[config.mk]
export PLATFORM = sky130hd
export DESIGN_NAME = dram_hazard_ctl
export DESIGN_NICKNAME = d
export VERILOG_FILES = /design/src/rtl/dram_hazard_ctl_pkg.sv /design/src/rtl/dram_hazard_ctl_cam.sv /design/src/rtl/dram_hazard_ctl.sv
export SDC_FILE = /design/constraint.sdc
export NUM_CORES = 1
export LEC_CHECK = 0
export ABC_CLOCK_PERIOD_IN_PS = 3400
export BUFFER_PORTS_ARGS = -buffer_cell sky130_fd_sc_hd__clkbuf_2
export CAP_MARGIN = 0
export CORE_MARGIN = 4
export CORE_UTILIZATION = 50
export CTS_CLUSTER_SIZE = 8
export DETAILED_ROUTE_END_ITERATION = 8
export GPL_ROUTABILITY_DRIVEN = 0
export HOLD_SLACK_MARGIN = 0.06
export PLACE_DENSITY = 0.74
export SLEW_MARGIN = 30
export SYNTH_ARGS = -nofsm -noshare
export SYNTH_HDL_FRONTEND = slang
export SYNTH_SLANG_ARGS = --single-unit
[constraint.sdc]
create_clock -name clk -period 3.4 [get_ports clk]
set_input_delay 0.17 -clock clk [delete_from_list [all_inputs] [get_ports clk]]
set_output_delay 0.17 -clock clk [all_outputs]
set_load 0.02 [all_outputs]
[src/rtl/dram_hazard_ctl_pkg.sv]
// Shared constants and helpers for the DRAM hazard scheduler.
package dram_hazard_ctl_pkg;

    localparam int DHAZ_DEPTH_DEFAULT = 4;

    function automatic int dhaz_ptr_w(input int depth);
        return (depth > 1) ? $clog2(depth) : 1;
    endfunction

endpackage

[src/rtl/dram_hazard_ctl_cam.sv]
// Scoreboard entry array: valid+address per slot, parallel compare against the read address.
module dram_hazard_cam
    import dram_hazard_ctl_pkg::*;
#(
    parameter int DEPTH    = DHAZ_DEPTH_DEFAULT,
    parameter int DA_WIDTH = 12,
    parameter int PW       = dhaz_ptr_w(DEPTH)
) (
    input  logic                clk,
    input  logic                reset,
    input  logic                alloc_i,
    input  logic [PW-1:0]       alloc_idx_i,
    input  logic [DA_WIDTH-1:0] alloc_addr_i,
    input  logic                retire_i,
    input  logic [PW-1:0]       retire_idx_i,
    input  logic [DA_WIDTH-1:0] cmp_addr_i,
    input  logic [PW-1:0]       head_idx_i,
    output logic [DEPTH-1:0]    hit_vec_o,
    output logic                head_hit_o,
    output logic [DA_WIDTH-1:0] head_addr_o
);

    logic [DEPTH-1:0]    vld_q, vld_d;
    logic [DA_WIDTH-1:0] addr_q [DEPTH];
    logic [DA_WIDTH-1:0] addr_d [DEPTH];

    // Retire clears first; allocation never targets the retiring slot.
    always_comb begin
        vld_d  = vld_q;
        addr_d = addr_q;
        if (retire_i) vld_d[retire_idx_i] = 1'b0;
        if (alloc_i) begin
            vld_d[alloc_idx_i]  = 1'b1;
            addr_d[alloc_idx_i] = alloc_addr_i;
        end
    end

    always_ff @(posedge clk) begin
        if (reset) begin
            vld_q <= '0;
            for (int i = 0; i < DEPTH; i++) addr_q[i] <= '0;
        end else begin
            vld_q  <= vld_d;
            addr_q <= addr_d;
        end
    end

    always_comb begin
        for (int i = 0; i < DEPTH; i++)
            hit_vec_o[i] = vld_q[i] && (addr_q[i] == cmp_addr_i);
    end

    assign head_hit_o  = hit_vec_o[head_idx_i];
    assign head_addr_o = addr_q[head_idx_i];

endmodule

[src/rtl/dram_hazard_ctl.sv]
// Read-after-write hazard scheduler in front of the dual-port data DRAM.
// Optional head-entry forwarding when DHAZARD_FORWARD_EN is defined.
module dram_hazard_ctl
    import dram_hazard_ctl_pkg::*;
#(
    parameter int DA_WIDTH = 12,
    parameter int DD_WIDTH = 8,
    parameter int DEPTH    = DHAZ_DEPTH_DEFAULT
) (
    input  logic                clk,
    input  logic                reset,
    input  logic                rd_req,
    input  logic [DA_WIDTH-1:0] rd_addr,
    input  logic                rd_wr_intent,
    output logic                rd_grant,
    output logic [DD_WIDTH-1:0] rd_data,
    output logic                dram_rce,
    output logic [DA_WIDTH-1:0] dram_ra,
    input  logic [DD_WIDTH-1:0] dram_rq,
    input  logic                wb_valid,
    input  logic [DA_WIDTH-1:0] wb_addr,
    input  logic [DD_WIDTH-1:0] wb_data,
    output logic                dram_wce,
    output logic [DA_WIDTH-1:0] dram_wa,
    output logic [DD_WIDTH-1:0] dram_wd,
    output logic                busy,
    output logic                full,
    output logic                order_err
);

    localparam int PW = dhaz_ptr_w(DEPTH);
    localparam int CW = PW + 1;
    localparam logic [CW-1:0] FULL_CNT = CW'(DEPTH);

    logic [PW-1:0]       head_q, head_d, tail_q, tail_d;
    logic [CW-1:0]       cnt_q, cnt_d;
    logic                err_q, err_d;
    logic                gnt_q;
    logic [DD_WIDTH-1:0] rdat_q;
    logic [DEPTH-1:0]    hit_vec;
    logic                head_hit;
    logic [DA_WIDTH-1:0] head_addr;
    logic                fwd, stall, alloc, retire;

    dram_hazard_cam #(
        .DEPTH    (DEPTH),
        .DA_WIDTH (DA_WIDTH),
        .PW       (PW)
    ) u_cam (
        .clk          (clk),
        .reset        (reset),
        .alloc_i      (alloc),
        .alloc_idx_i  (tail_q),
        .alloc_addr_i (rd_addr),
        .retire_i     (retire),
        .retire_idx_i (head_q),
        .cmp_addr_i   (rd_addr),
        .head_idx_i   (head_q),
        .hit_vec_o    (hit_vec),
        .head_hit_o   (head_hit),
        .head_addr_o  (head_addr)
    );

    assign busy      = (cnt_q != '0);
    assign full      = (cnt_q == FULL_CNT);
    assign order_err = err_q;

    assign stall    = (|hit_vec) & ~fwd;
    assign rd_grant = ~reset & rd_req & ~stall & ~(rd_wr_intent & full);
    assign alloc    = rd_grant & rd_wr_intent;
    assign retire   = ~reset & wb_valid & busy;

    assign dram_rce = rd_grant;
    assign dram_ra  = rd_addr;
    assign dram_wce = wb_valid & ~reset;
    assign dram_wa  = wb_addr;
    assign dram_wd  = wb_data;

    always_comb begin
        head_d = head_q + PW'(retire);
        tail_d = tail_q + PW'(alloc);
        cnt_d  = cnt_q + CW'(alloc) - CW'(retire);
        err_d  = err_q;
        if (wb_valid && (!busy || head_addr != wb_addr)) err_d = 1'b1;
    end

    always_ff @(posedge clk) begin
        if (reset) begin
            head_q <= '0;
            tail_q <= '0;
            cnt_q  <= '0;
            err_q  <= 1'b0;
            gnt_q  <= 1'b0;
            rdat_q <= '0;
        end else begin
            head_q <= head_d;
            tail_q <= tail_d;
            cnt_q  <= cnt_d;
            err_q  <= err_d;
            gnt_q  <= rd_grant;
            rdat_q <= rd_data;
        end
    end

`ifdef DHAZARD_FORWARD_EN
    logic                fwd_q;
    logic [DD_WIDTH-1:0] fdat_q;
    logic [DEPTH-1:0]    head_oh;

    // Only a lone head hit retiring this very cycle may bypass the DRAM.
    assign head_oh = DEPTH'(1) << head_q;
    assign fwd = wb_valid & (wb_addr == rd_addr) & head_hit
               & ~|(hit_vec & ~head_oh);

    always_ff @(posedge clk) begin
        if (reset) begin
            fwd_q  <= 1'b0;
            fdat_q <= '0;
        end else begin
            fwd_q  <= rd_grant & fwd;
            fdat_q <= wb_data;
        end
    end

    assign rd_data = gnt_q ? (fwd_q ? fdat_q : dram_rq) : rdat_q;
`else
    assign fwd     = 1'b0;
    assign rd_data = gnt_q ? dram_rq : rdat_q;
`endif

endmodule

## Word level (Yosys, flattened, before mapping)

Cells that the tools add are included.

| word-level totals | value |
|---|---|
| bits in registers | 69 |
| output and inout bits | 46 |
| logic and storage cells | 68 |

| operators by class | value |
|---|---|
| add/sub/neg operators | 4 |
| $lt $le $gt $ge | 7 |
| equal/unequal tests | 6 |
| muxes and demuxes | 13 |
| bitwise gates (word level) | 15 |
| reductions and logical operators | 12 |

Operators with widths:

| kind | count |
|---|---|
| $bwmux W48 | 1 |
| $eq A12 B12 Y1 | 4 |
| $mux W12 | 3 |
| $bmux W12 S2 | 1 |
| $demux W12 S2 | 1 |
| $ne A12 B12 Y1 | 1 |
| $logic_and A1 B1 Y1 | 8 |
| $mux W4 | 2 |
| $mux W8 | 1 |
| $and A1 B1 Y1 | 7 |
| $ge A3 B3 Y1 const B | 2 |
| $lt A2 B3 Y1 const B | 2 |
| $not A2 Y3 | 2 |
| $add A2 B1 Y2 | 2 |
| $and A4 B4 Y4 | 1 |
| $demux W1 S2 | 2 |
| $ge A2 B1 Y1 const B | 2 |
| $not A4 Y4 | 1 |
| $or A4 B4 Y4 | 1 |
| $reduce_or A4 Y1 | 1 |
| $add A3 B1 Y3 | 1 |
| $eq A3 B3 Y1 const B | 1 |
| $lt A3 B1 Y1 const B | 1 |
| $not A1 Y1 | 3 |
| 5 further kinds | 6 |

## Longest topological paths before layout

| depth | value |
|---|---|
| depth in word-level cells | 9 |
| mapped depth | 15 |
| depth with buffers taken out | 14 |

## Modules after synthesis

From an unflattened synthesis, not the netlist that was laid out.

| unflattened totals | value |
|---|---|
| cells, all modules | 446 |
| area total of the unflattened synthesis | 3976.3 sq um |

Modules (own cells, without submodules):

| module | times used | cells each | area an instance (sq um) | sequential area each (sq um) |
|---|---|---|---|---|
| dram_hazard_cam | 1 | 331 | 2846.5 | 1041.0 |
| dram_hazard_ctl | 1 | 115 | 1129.8 | 340.3 |

## Least setup slack after synthesis

OpenSTA, ideal clock, no wires.

| timing path | value |
|---|---|
| path kind | register -> register |
| start | register u_cam.addr_q[9] (netlist name) |
| end | register cnt_q[2] |
| arrival time | 2638 ps |
| required time | 3265 ps |
| path slack | 627 ps |
| cell stages (with the launch flop) | 15 |
| cell sequence | dfxtp_1 -> xnor2_1 -> nand4_1 -> nor4_2 -> nor3_2 -> nand3_1 -> or2_2 -> ha_1 -> inv_1 -> ha_1 -> inv_1 -> fa_1 -> xor2_1 -> xnor2_1 -> nor2_1 |

| between the ends | value |
|---|---|
| word-level cells in the longest chain between the ends | 9 |

Ends and longest elaborated chain:

| element | line | source |
|---|---|---|
| start, declared | dram_hazard_ctl_cam.sv:24 | `logic [DA_WIDTH-1:0] addr_q [DEPTH];` |
| start signal, assigned | dram_hazard_ctl_cam.sv:44 | `addr_q <= addr_d;` |
| $eq A12 B12 Y1 | dram_hazard_ctl_cam.sv:50 | `hit_vec_o[i] = vld_q[i] && (addr_q[i] == cmp_addr_i);` |
| $logic_and A1 B1 Y1 | dram_hazard_ctl_cam.sv:50 |  |
| $reduce_or A4 Y1 | dram_hazard_ctl.sv:68 | `assign stall = (\|hit_vec) & ~fwd;` |
| $not A1 Y1 | dram_hazard_ctl.sv:69 | `assign rd_grant = ~reset & rd_req & ~stall & ~(rd_wr_intent & full);` |
| $and A1 B1 Y1 (2 in a row) | dram_hazard_ctl.sv:69 |  |
| $and A1 B1 Y1 | dram_hazard_ctl.sv:70 | `assign alloc = rd_grant & rd_wr_intent;` |
| $add A3 B1 Y3 | dram_hazard_ctl.sv:82 | `cnt_d = cnt_q + CW'(alloc) - CW'(retire);` |
| $sub A3 B1 Y3 | dram_hazard_ctl.sv:82 |  |
| end signal, assigned | dram_hazard_ctl.sv:98 | `cnt_q <= cnt_d;` |
| end, declared | dram_hazard_ctl.sv:36 | `logic [CW-1:0] cnt_q, cnt_d;` |

Every way passes these cells.
A chain may end at the register's enable or synchronous reset.

## Worst setup path in the final report

| timing path | value |
|---|---|
| start | register u_cam.addr_q[16] (netlist name) |
| end | register cnt_q[2] |

Same word-level chain as after synthesis.

==> reports/results.ini <==
[synth]
synth_fp_nets=514
synth_edf_count=0
yosysSeqAreaShare=0.310
synthCells=464
syn_avg_cell_area_um2=9.61
synth_most_common_cell=dfxtp_1
synth_area_um2=4460
synth_top_cell_by_area=dfxtp_1
async_flop_share=0
yosys-top-cells-area=dfxtp_1 (31%), xnor2_1 (11%), buf_4 (6.2%), mux4_2 (6.1%), nand3_1 (5.8%)
yosysWarnings=0
synth.top_cells.by_count=dfxtp_1 (69), xnor2_1 (55), nand3_1 (52)
synth_ff_type=dfxtp_1
ys_types=42
synth.ff_latch_count=69
synth_top_area_frac=0.310

[placed_design]
dp_hpwl_um=7490
dp_cells=577
io_buffers=74

[die]
initial_core_util=0.511
row_count=34
core-area_um2=8720
fp.dieH_um=102
dieArea_um2=10500
chipWidth_um=102
io_pins=91

[cells_and_area]
instances_no_fill=594
drive_gt1_frac=0.368
syn2layout_area_growth_pct=4.35
fill_cells=790
antenna_cells=0
fin_nets=531

[pwr]
leakage_uw=0.00158
p_per_area_nw_per_um2=463
ir_drop_mv=0.227
internal_power_uw=1520
power_frac_clock=0.379
power_switching_uw=633
power_frac_comb=0.213
pwr-share-seq=0.408
swShare=0.294

[worst_setup_path]
crit_path_end_kind=flip-flop
crit_path_start_kind=flip-flop
worst-path-buf-inv=2
path_cells=xnor2_1 -> nand4_1 -> or4_4 -> nand3_1 -> or2_2 -> ha_1 -> inv_1 -> ha_1 -> inv_1 -> fa_1 -> xor2_1 -> xnor2_1 -> nor2_1
required_ns=3.62
critical_path.max_fanout=4
crit_arrival_ns=3.22
worst_path_max_delay_cell=or4_4
crit_family=simple AND/OR/NAND/NOR gates
critical_path.max_stage_delay_ns=0.59
crit_type=reg -> reg

[sta]
tns_ns=0
period_needed_ns=3.00
slew_headroom=0.448
finalHoldViolations=0
drv_slew=0
rsz0062_at_grt=no
maxClockFrequency_mhz=334
timing.final.crit_share=0.881
finalSetupViolations=0
skew_ns=0.00972
worst_pin_slew_ns=0.827

[clock_tree]
clockBufferDepth=2
root_buffer=clkbuf_8
cts_tree=yes
cts.htree.levels=3
clk_latency_ns=0.36
clk_pin_slew_worst_paths_ns=0.08
cts.sinks=69
numCtsBuffers=9

[detailed_routing]
drcViolationCount=0
totalWireLength_um=11000
first_pass_iters=5
vias=3477
drt-initial-drc-count=339
wl_per_cell_um=18.5
routed_via_density=5.85
ant_nets=0

[worst_hold_path]
worstHoldPathType=in -> reg

[grt]
grt_overflow=0
track_usage=0.215
grt_max_degree=61
antenna_found_initial=0
grt_pass1_vias=3309
grt_first_pass_wirelength_um=17400

[run]
cap_violations=0

[run_status]
status=finished, final reports clean

routing by layer:
metal | track usage | up-vias | wire (µm)
met4 | 0.0787 | 0 | 257
met5 | 0 | - | 0
met3 | 0.0389 | 23 | 983
met1 | 0.292 | 1663 | 4480
met2 | 0.341 | 165 | 5240
li1 | - | 1626 | -
sequential cells by signal, indices dropped and copies added, names as in the netlist:
name,count
u_cam.addr_q,48
rdat_q,8
u_cam.vld_q,4
cnt_q,3
head_q,2
tail_q,2
gnt_q,1
order_err,1
stage by stage:
stage	power [µW]	instance area [µm²]	utilization	setup slack, ns	hold slack, ns
CTS	2160	4650	0.534	0.403	0.105
global placement	1350	4410	0.505	0.427	0.340
finish	2150	4650	0.534	0.404	0.101
floorplan	1280	4460	-	0.627	0.262
global route	2250	4650	0.534	0.205	0.147
detailed placement	1360	4410	0.505	0.335	0.340
cells by family after synthesis:
family	synth area share
and+or+nand+nor	0.164
AOI/OAI and AO/OA	0.157
buffers and inverters	0.147
DFF	0.310
xor gates and xnor gates	0.126
muxes	0.0808
adders and majority gates	0.0157
tightest hold or removal path: stages:
cell and delay (ns):
clkbuf_2 0.09, nor2_1 0.10, a311oi_1 0.06
power by group through the flow:
stage	logic [µW]	clock network, µW	registers [µW]
finish	459	817	878
global route	503	860	884
CTS	463	820	878
detailed placement	460	0	897
global placement	452	0	894
floorplan	391	0	886
layout by cell type, fill, tap and decap left out, types with 12 or more instances in the layout:
cell and n:
nand3_1 52, xnor2_1 55, nor2b_1 13, o21ai_1 24
mux4_2 12, a21oi_1 29, dfxtp_1 69, o21ai_2 17
a21oi_2 25, clkbuf_2 74
final timing paths:
path / slack, ns / end / start / cells after the start
worst max-delay path: 0.40 / cnt_q[2] / u_cam.addr_q[16] / 13
worst min-delay path: 0.10 / order_err / wb_valid / 3
worst max register to register: 0.40 / cnt_q[2] / u_cam.addr_q[16] / 13
worst min register to register: 0.48 / u_cam.vld_q[0] / u_cam.vld_q[0] / 2
layout make-up:
class	count	area (µm²)	area share
inverter	4	15.0	0.00323
clock buffer	10	128	0.0274
timing repair buffer	83	453	0.0973
multi-input combinational	314	2430	0.522
clock inverter	6	111	0.0239
tap	108	135	0.0290
sequential	69	1380	0.297
timing repair:
item | 4_1_cts | 5_1_grt
hold buffers | 1 | 0
resized for setup | 0 | 0
endpoints found under the hold margin | 1 | 0
setup buffers | 0 | 0
(Power assumes the default switching activity.)
